--- src/rtl/crs_pkg.sv ---
// crs_pkg: shared FSM state encoding and width helper for carry_resolve_seq
package crs_pkg;
  localparam logic [1:0] IDLE = 2'd0;
  localparam logic [1:0] BUSY = 2'd1;
  localparam logic [1:0] DONE = 2'd2;
  function automatic int crs_iter_w(input int n);
    return $clog2(n + 1);
  endfunction
endpackage

--- src/rtl/carry_resolve_seq_half_adder.sv ---
// half_adder_nbit: bitwise half adder, sum=a^b, carry=a&b
// Ports: a, b (N-bit operands); sum, carry (N-bit results)
module half_adder_nbit #(
  parameter int N = 8
) (
  input  logic [N-1:0] a,
  input  logic [N-1:0] b,
  output logic [N-1:0] sum,
  output logic [N-1:0] carry
);
  assign sum   = a ^ b;
  assign carry = a & b;
endmodule

--- src/rtl/carry_resolve_seq.sv ---
// carry_resolve_seq: iteratively resolves a redundant (sum, carry) pair into in_sum + (in_carry<<1)
// Ports: clk, rst (async active-high); in_valid/in_ready/in_sum/in_carry input handshake;
//        out_valid/out_ready/out_result/out_hi/out_iters output handshake.
// Macro CRS_PIPE_ACCEPT_EN: when defined, DONE accepts new operands on the same edge as the output handshake.
module carry_resolve_seq
  import crs_pkg::*;
#(
  parameter int N = 8,
  localparam int ITER_W = crs_iter_w(N)
) (
  input  logic              clk,
  input  logic              rst,
  input  logic              in_valid,
  output logic              in_ready,
  input  logic [N-1:0]      in_sum,
  input  logic [N-1:0]      in_carry,
  output logic              out_valid,
  input  logic              out_ready,
  output logic [N-1:0]      out_result,
  output logic [1:0]        out_hi,
  output logic [ITER_W-1:0] out_iters
);
  logic [1:0]        state_q, state_d;
  logic [N-1:0]      s_q, s_d, c_q, c_d, sh, s_step, c_step;
  logic [1:0]        hi_q, hi_d;
  logic [ITER_W-1:0] iters_q, iters_d;
  logic              accept;
  assign sh = {c_q[N-2:0], 1'b0};
  half_adder_nbit #(.N(N)) u_ha (
    .a     (s_q),
    .b     (sh),
    .sum   (s_step),
    .carry (c_step)
  );
  // rst gates in_ready so nothing is advertised while reset is held
`ifdef CRS_PIPE_ACCEPT_EN
  assign in_ready = !rst && (state_q == IDLE || (state_q == DONE && out_ready));
`else
  assign in_ready = !rst && state_q == IDLE;
`endif
  assign accept     = in_valid && in_ready;
  assign out_valid  = state_q == DONE;
  assign out_result = s_q;
  assign out_hi     = hi_q;
  assign out_iters  = iters_q;
  always_comb begin
    state_d = state_q;
    s_d     = s_q;
    c_d     = c_q;
    hi_d    = hi_q;
    iters_d = iters_q;
    if (accept) begin
      s_d     = in_sum;
      c_d     = in_carry;
      hi_d    = 2'd0;
      iters_d = '0;
      state_d = in_carry == '0 ? DONE : BUSY;
    end else if (state_q == BUSY) begin
      s_d     = s_step;
      c_d     = c_step;
      hi_d    = hi_q + {1'b0, c_q[N-1]};
      iters_d = iters_q + ITER_W'(1);
      state_d = c_step == '0 ? DONE : BUSY;
    end else if (state_q == DONE && out_ready) begin
      state_d = IDLE;
    end
  end
  always_ff @(posedge clk or posedge rst) begin
    if (rst) begin
      state_q <= IDLE;
      s_q     <= '0;
      c_q     <= '0;
      hi_q    <= 2'd0;
      iters_q <= '0;
    end else begin
      state_q <= state_d;
      s_q     <= s_d;
      c_q     <= c_d;
      hi_q    <= hi_d;
      iters_q <= iters_d;
    end
  end
endmodule
--- config.mk ---
export PLATFORM = sky130hd
export DESIGN_NAME = carry_resolve_seq
export DESIGN_NICKNAME = d
export VERILOG_FILES = /design/src/rtl/crs_pkg.sv /design/src/rtl/carry_resolve_seq_half_adder.sv /design/src/rtl/carry_resolve_seq.sv
export SDC_FILE = /design/constraint.sdc
export NUM_CORES = 1
export LEC_CHECK = 0
export ABC_CLOCK_PERIOD_IN_PS = 4800
export CORE_UTILIZATION = 50
export DETAILED_ROUTE_END_ITERATION = 7
export GPL_TIMING_DRIVEN = 0
export PLACE_DENSITY = 0.82
export SYNTH_ARGS = -nofsm -noshare
export SYNTH_HDL_FRONTEND = slang
export SYNTH_HIERARCHICAL = 1
export SYNTH_SLANG_ARGS = --single-unit
--- constraint.sdc ---
create_clock -name clk -period 4.8 [get_ports clk]
set_clock_uncertainty 0.15 [all_clocks]
set_input_delay 0.96 -clock clk [delete_from_list [all_inputs] [get_ports clk]]
set_output_delay 0.96 -clock clk [all_outputs]
set_load 0.02 [all_outputs]
======== After elaboration in Yosys (flattened, before gate mapping) ========
Cells that the tools add are included.
storage, ports and cells
  register bits ........................... 24
  latch bits .............................. 0
  memory bits (writable) .................. 0
  bits in read-only memories .............. 0
  bits of input ports ..................... 20
  word-level logic and storage cells ...... 33
  memories ................................ 0
cells by class
  $add $sub $neg .......................... 2
  $mul .................................... 0
  div/mod/pow operators ................... 0
  magnitude comparators ................... 0
  eq/ne operators ......................... 2
  shift operators ......................... 0
  muxes and demuxes ....................... 13
  bitwise operators ....................... 2
  reductions and logical operators ........ 9
operators by type and width
  cell                                                             number
  8-bit two-way mux                                                4
  8-bit logical NOT                                                2
  2-bit two-way mux                                                7
  8-bit bitwise AND                                                1
  4-bit two-way mux                                                2
  8-bit XOR                                                        1
  4-bit by 1-bit adder with 4-bit output, second input constant    1
  1-bit logical AND                                                3
  3-bit nonzero test                                               1
  2-bit by 1-bit adder with 2-bit output                           1
  2-bit by 1-bit == test with 1-bit output, second input constant  1
  2-bit == test, second input constant                             1
  2-bit logical NOT                                                1
  2-bit nonzero test                                               1
  1-bit logical NOT                                                1

======== Logic depth before layout (Yosys ltp) ========
Gate-level depths: netlist of the first run.
  depth after elaboration ................. 5
  depth in mapped cells ................... 6
  mapped depth without buffers ............ 4

======== Hierarchy ========
Netlist of the first run, hierarchy kept.
modules (own cells, without submodules)
  module             instances  cells an instance  area each (um^2)  sequential area each (um^2)
  carry_resolve_seq  1          104                1199.9            600.6
  half_adder_nbit    1          8                  100.1             0.0

======== Least setup slack after synthesis of the first run ========
OpenSTA, ideal clock, no wires.
  path kind ............................... input -> output
  from .................................... input rst
  to ...................................... output in_ready
  data arrival time ....................... 1.415 ns
  path slack .............................. 2.275 ns
  stages .................................. 1
  cell sequence ........................... nor3_1
between the ends
  cells in the longest elaborated chain, start to end .. 2
ends and longest elaborated chain
  what                                line                     RTL
  from (decl)                         carry_resolve_seq.sv:12  input logic rst,
  1-bit logical NOT (no source line)  -
  1-bit logical AND                   carry_resolve_seq.sv:39  assign in_ready = !rst && state_q == IDLE;
  to (decl)                           carry_resolve_seq.sv:14  output logic in_ready,
No other way between the ends.

======== Final worst setup path of the first run ========
Same ends and word-level chain as after synthesis.

==> results of run 1 <==
## layout by cell type, fill, tap and decap left out, types with 4 or more instances in the layout
| cell type | Yosys | layout |
|---|---|---|
| a22o_1 | 14 | 14 |
| o21ai_0 | 4 | 4 |
| dfrtp_1 | 24 | 24 |
| nand2_1 | 8 | 8 |
| clkdlybuf4s50_1 | 0 | 35 |
| nor4_1 | 4 | 4 |
| a21o_1 | 13 | 13 |
| ha_1 | 10 | 10 |
| buf_6 | 5 | 5 |
## cell type report
type                            instances  area, um^2  share of cell area [%]
Buffer                                  7        71.3                    4.14
Clock buffer                            4        36.3                    2.10
Inverter                                1        3.75                   0.218
Multi-Input combinational cell         80         624                    36.2
Sequential cell                        24         601                    34.8
Tap cell                               30        37.5                    2.18
Timing Repair Buffer                   35         350                    20.3
## power breakdown
part	total [mW]	internal (mW)	switching, mW
Combinational	0.580	0.295	0.285
Clock	0.107	0.0464	0.0606
Sequential	0.353	0.290	0.0624
## worst reg2reg max path, cell delays in order, from the launching register on
cell and delay [ns]:
dfrtp_1 0.39, buf_6 0.14, nor4b_4 0.66, nor2_2 0.20, buf_6 0.20, a21o_1 0.18
## stage by stage
stage | hold slack [ns] | instances
finish | 0.352 | 181
detailed placement | 0.320 | 177
floorplan | 0.303 | 112
global placement | 0.315 | 177
global route | 0.359 | 181
CTS | 0.352 | 181
## final timing paths
check / to / startpoint
worst max-delay path: in_ready / rst
worst min-delay path: c_q[7] / c_q[7]
worst max register to register: c_q[4] / state_q[1]
worst min register to register: c_q[7] / c_q[7]
min in group asynchronous: state_q[1] / rst
max in group asynchronous: c_q[7] / rst
## registers in the layout, summed over array words and instances, names as in the netlist
name and cells:
out_iters 4, c_q 8, out_hi 2, out_result 8, state_q 2
## kinds of logic after synthesis
group | synth area share [%]
buffers and inverters | 5.77
xor gates and xnor gates | 1.35
other | 0.288
adders and majority gates | 9.62
and+or+nand+nor | 12.8
AOI/OAI and AO/OA | 20.8
muxes | 3.18
DFF | 46.2
## routing by layer
layer,global-route usage (%),part of all wire [%],up-vias
li1,-,-,493
met2,34.6,46,29
met5,0,0,-
met1,30.2,49,512
met4,8.77,1.2,0
met3,4.31,3.1,4
==> run_results.csv, run 1 <==
group,metric,value,unit
run_status,outcome,"completed",
floorplanning,chipWidth,53.0,um
floorplanning,die_y,53.0,um
critical_path,worstRegToRegCells,5,
synth,netlist_area,0.00130,mm^2
synth,synthesis.nets,142,
synth,synth_ff_type,"dfrtp_1",
critical_path,cp_slowest_cell,"clkdlybuf4s50_1",
critical_path,cp_common_cell,"clkdlybuf4s50_1",
clock_tree,cts_tree,"done",
synth,synth_top_cell_area_share,46.2,%
sta,slew-limit-headroom,41.4,%
clock_tree,cts_buffers,3,
clock_tree,cts_setup_buffers,0,
synth,synth_area_leader_cell,"dfrtp_1",
clock_tree,cts_hold_buf,0,
place,gp_congestion,0.835,
place,place_area,0.00169,mm^2
grt,grt_max_degree,25,
sta,fmax,301,MHz
sta,maxSlewViolCount,0,
clock_tree,path_clk_slew,0.13,ns
critical_path,crit_path_end_kind,"primary output",
hold_path,hold_path.class,"reg -> reg",
floorplanning,pin_count,36,
pwr,ir_drop,0.380,mV
synth,synthArstFlopShare,100,%
synth,synth_warnings,6,
clock_tree,clock_sinks,24,
sta,finalSetupViolCount,0,
layout,fillers,196,
layout,finalNetCount,182,
drt,drc,0,
synth,yosys-top-cells-area,"dfrtp_1 46%, ha_1 9.6%, a22o_1 9.4%, a21o_1 7.5%, buf_6 4.3%",
clock_tree,clockBufferDepth,2,
critical_path,path_max_fanout,3,
floorplanning,dieArea,0.00281,mm^2
layout,drive_gt1_share,10.6,%
drt,post_drt_wl_per_cell,15.2,um
synth,ys_top_cells_by_count,"24 x dfrtp_1, 14 x a22o_1, 13 x a21o_1",
critical_path,reg2reg_slack,2.80,ns
critical_path,cp.required,3.69,ns
drt,via_count,1038,
grt,grt_pass1_vias,978,
place,port-buffer-count,35,
floorplanning,start_util,52.5,%
critical_path,cp-start-kind,"input port",
grt,gr-total-overflow,0,
sta,final_hold_viol_count,0,
critical_path,cpPeakStageDelay,0.62,ns
sta,fin_crit,3.32,ns
sta,worstMarginPinSlew,0.878,ns
critical_path,worst-path-buf-inv,2,
synth,synth_edf_count,0,
floorplanning,coreArea,0.00248,mm^2
pwr,p_leak,0.847,nW
grt,antenna_found_initial,0,
place,place_worst_setup_slack,1.48,ns
drt,via_per_inst,5.73,
drt,antenna_left,0,
critical_path,cp_top_family,"buffers and inverters",
synth,ys_ff_latch,24,
clock_tree,worst_skew_pair.late_latency,0.31,ns
layout,final_area,0.00172,mm^2
grt,grt_use_total,22.2,%
pwr,power_density,603,mW/mm^2
pwr,p_total,1.04,mW
synth,avgSynthCellArea,11.6,um^2
floorplanning,fp-row-count,18,
layout,area_growth,32.6,%
clock_tree,cts-root-buf,"clkbuf_4",
drt,drt_iter0_markers,14,
sta,fin_ws,1.48,ns
synth,seq_area_frac_synth,46.2,%
sta,setup_tns,0,ns
synth,syn_inst,112,
layout,fin_util,69.6,%
run,maxCapViolations,0,
critical_path,crit_cells,3,
hold_path,whs_path_depth,1,
drt,firstDrtPassIters,4,
critical_path,crit_chain,"clkdlybuf4s50_1 > nor3_1 > clkdlybuf4s50_1",
place,hpwl,2.01,mm
drt,drt-total-wl,2.75,mm
layout,n_antenna_cell,0,
critical_path,cp.arrival,2.21,ns
grt,grt_pass1_wl,4.45,mm
clock_tree,h-tree-depth,1,
synth,synth_most_common_cell,"dfrtp_1",
clock_tree,cts_resized,0,
synth,synth.distinct_cells,28,
critical_path,critPathKind,"in -> out",
sta,rsz0062_at_grt,"no",
sta,period_share,69.3,%
Note: power is estimated with default switching activity, not from simulation.
==> run 2: changes to the inputs <==
--- a/config.mk
+++ b/config.mk
@@ -5,11 +5,11 @@
 export SDC_FILE = /design/constraint.sdc
 export NUM_CORES = 1
 export LEC_CHECK = 0
-export ABC_CLOCK_PERIOD_IN_PS = 4800
-export CORE_UTILIZATION = 50
+export ABC_CLOCK_PERIOD_IN_PS = 3350
+export CORE_UTILIZATION = 47
 export DETAILED_ROUTE_END_ITERATION = 7
 export GPL_TIMING_DRIVEN = 0
-export PLACE_DENSITY = 0.82
+export PLACE_DENSITY = 0.78
 export SYNTH_ARGS = -nofsm -noshare
 export SYNTH_HDL_FRONTEND = slang
 export SYNTH_HIERARCHICAL = 1
==> constraint.sdc (replaced) <==
create_clock -name clk -period 3.35 [get_ports clk]
set_clock_uncertainty 0.15 [all_clocks]
set_input_delay 0.67 -clock clk [delete_from_list [all_inputs] [get_ports clk]]
set_output_delay 0.67 -clock clk [all_outputs]
set_load 0.02 [all_outputs]
==> run_results.csv, run 2 (synthesis gave the netlist of run 1 again) <==
group,metric,value,unit
run_status,outcome,"completed",
pwr,pwr-share-seq,34.7,%
critical_path,cp_common_cell,"clkdlybuf4s50_1",
clock_tree,worst_skew_pair.late_latency,0.31,ns
critical_path,r2r_start,"state_q[1]",
critical_path,worstRegToRegCells,5,
pwr,power.internal,0.882,mW
clock_tree,cts_buffers,3,
sta,finalSetupViolCount,0,
grt,gr-total-overflow,0,
floorplanning,coreArea,0.00254,mm^2
clock_tree,path_clk_slew,0.12,ns
drt,via_count,1013,
sta,holdWs,0.347,ns
clock_tree,h-tree-depth,1,
critical_path,path_max_fanout,3,
critical_path,crit_chain,"clkdlybuf4s50_1 > nor3_1 > clkdlybuf4s50_1",
drt,drt_iter0_markers,7,
floorplanning,die_y,54.6,um
critical_path,worst-path-buf-inv,2,
sta,maxSlewViolCount,0,
layout,n_antenna_cell,0,
floorplanning,chipWidth,54.6,um
grt,grt_pass1_wl,4.49,mm
grt,grt_pass1_vias,1023,
sta,slew-limit-headroom,38.6,%
hold_path,hold_path.class,"reg -> reg",
layout,final_cell_mix,"35 x clkdlybuf4s50_1, 24 x dfrtp_1, 14 x a22o_1",
clock_tree,cts_tree,"done",
pwr,power_density,856,mW/mm^2
layout,area_growth,31.6,%
clock_tree,cts_hold_buf,0,
clock_tree,clock_sinks,24,
floorplanning,dieArea,0.00298,mm^2
drt,drt-total-wl,2.81,mm
place,port-buffer-count,35,
place,gp_congestion,0.834,
pwr,p_switching,0.582,mW
drt,drc,0,
grt,antenna_found_initial,0,
pwr,p_sw_share,39.8,%
critical_path,cp_slowest_cell,"clkdlybuf4s50_1",
sta,period_share,81.9,%
pwr,p_leak,0.840,nW
pwr,p_total,1.46,mW
floorplanning,start_util,51.1,%
critical_path,cp.arrival,1.92,ns
sta,rsz0062_at_grt,"no",
clock_tree,clockBufferDepth,2,
clock_tree,cts-root-buf,"clkbuf_4",
layout,fin_util,67.2,%
critical_path,cpPeakStageDelay,0.63,ns
sta,worstMarginPinSlew,0.919,ns
critical_path,critPathKind,"in -> out",
sta,final_hold_viol_count,0,
pwr,ir_drop,0.557,mV
layout,drive_gt1_share,10.0,%
critical_path,reg2reg_slack,1.31,ns
sta,fmax,365,MHz
layout,fillers,202,
critical_path,cp-start-kind,"input port",
critical_path,cp.required,2.53,ns
clock_tree,cts_resized,0,
critical_path,crit_path_end_kind,"primary output",
drt,via_per_inst,5.63,
floorplanning,pin_count,36,
grt,grt_max_degree,25,
hold_path,whs_path_depth,1,
drt,post_drt_wl_per_cell,15.6,um
floorplanning,fp-row-count,18,
hold_path,whs_endpoint,"c_q[1]",
layout,final_common_cell,"clkdlybuf4s50_1",
sta,fin_crit,2.74,ns
hold_path,holdCritStartpoint,"c_q[1]",
grt,grt_use_total,21.9,%
drt,firstDrtPassIters,4,
critical_path,regToRegEndpoint,"c_q[3]",
place,hpwl,2.10,mm
pwr,power_frac_comb,56.8,%
layout,finalNetCount,182,
run,maxCapViolations,0,
pwr,clkPwrFrac,8.5,%
drt,antenna_left,0,
critical_path,cp_top_family,"buffers and inverters",
clock_tree,cts_setup_buffers,0,
sta,setup_tns,0,ns
-- run 2: cell type report --
cell class                 count  area (um^2)  area share (%)
multi-input combinational     80          624            36.5
sequential                    24          601            35.1
timing repair buffer          35          350            20.5
buffer                         7         71.3            4.17
tap                           30         37.5            2.19
clock buffer                   3         22.5            1.32
inverter                       1         3.75           0.219
-- run 2: per-stage QoR --
stage,setup WS (ns),instance area (um^2),instances
2_1_floorplan,1.40,1300,112
3_3_place_gp,0.625,1690,177
3_5_place_dp,0.612,1690,177
4_1_cts,0.605,1710,180
5_1_grt,0.562,1710,180
6_report,0.607,1710,180
-- run 2: power groups by stage --
stage | combinational, mW | sequential [mW] | clock, mW
global placement | 0.809 | 0.507 | 0
floorplan | 0.448 | 0.593 | 0
CTS | 0.842 | 0.508 | 0.129
global route | 0.914 | 0.525 | 0.144
detailed placement | 0.838 | 0.514 | 0
finish | 0.832 | 0.508 | 0.125
-- run 2: per-layer routing --
metal  GRT usage [%]  vias up  wire (um)
li1                -      492          -
met1            28.3      487       1250
met2            34.5       30       1400
met3            4.44        4        134
met4            10.7        0         29
met5               0        -          0
-- run 2: how the worst max path moves through the flow --
stage / startpoint / end / slack, ns / depth (start not counted)
detailed placement: rst / in_ready / 0.61 / 3
global placement: rst / in_ready / 0.63 / 3
finish: rst / in_ready / 0.61 / 3
floorplan: rst / in_ready / 1.40 / 1
CTS: rst / in_ready / 0.61 / 3
global route: rst / in_ready / 0.56 / 3
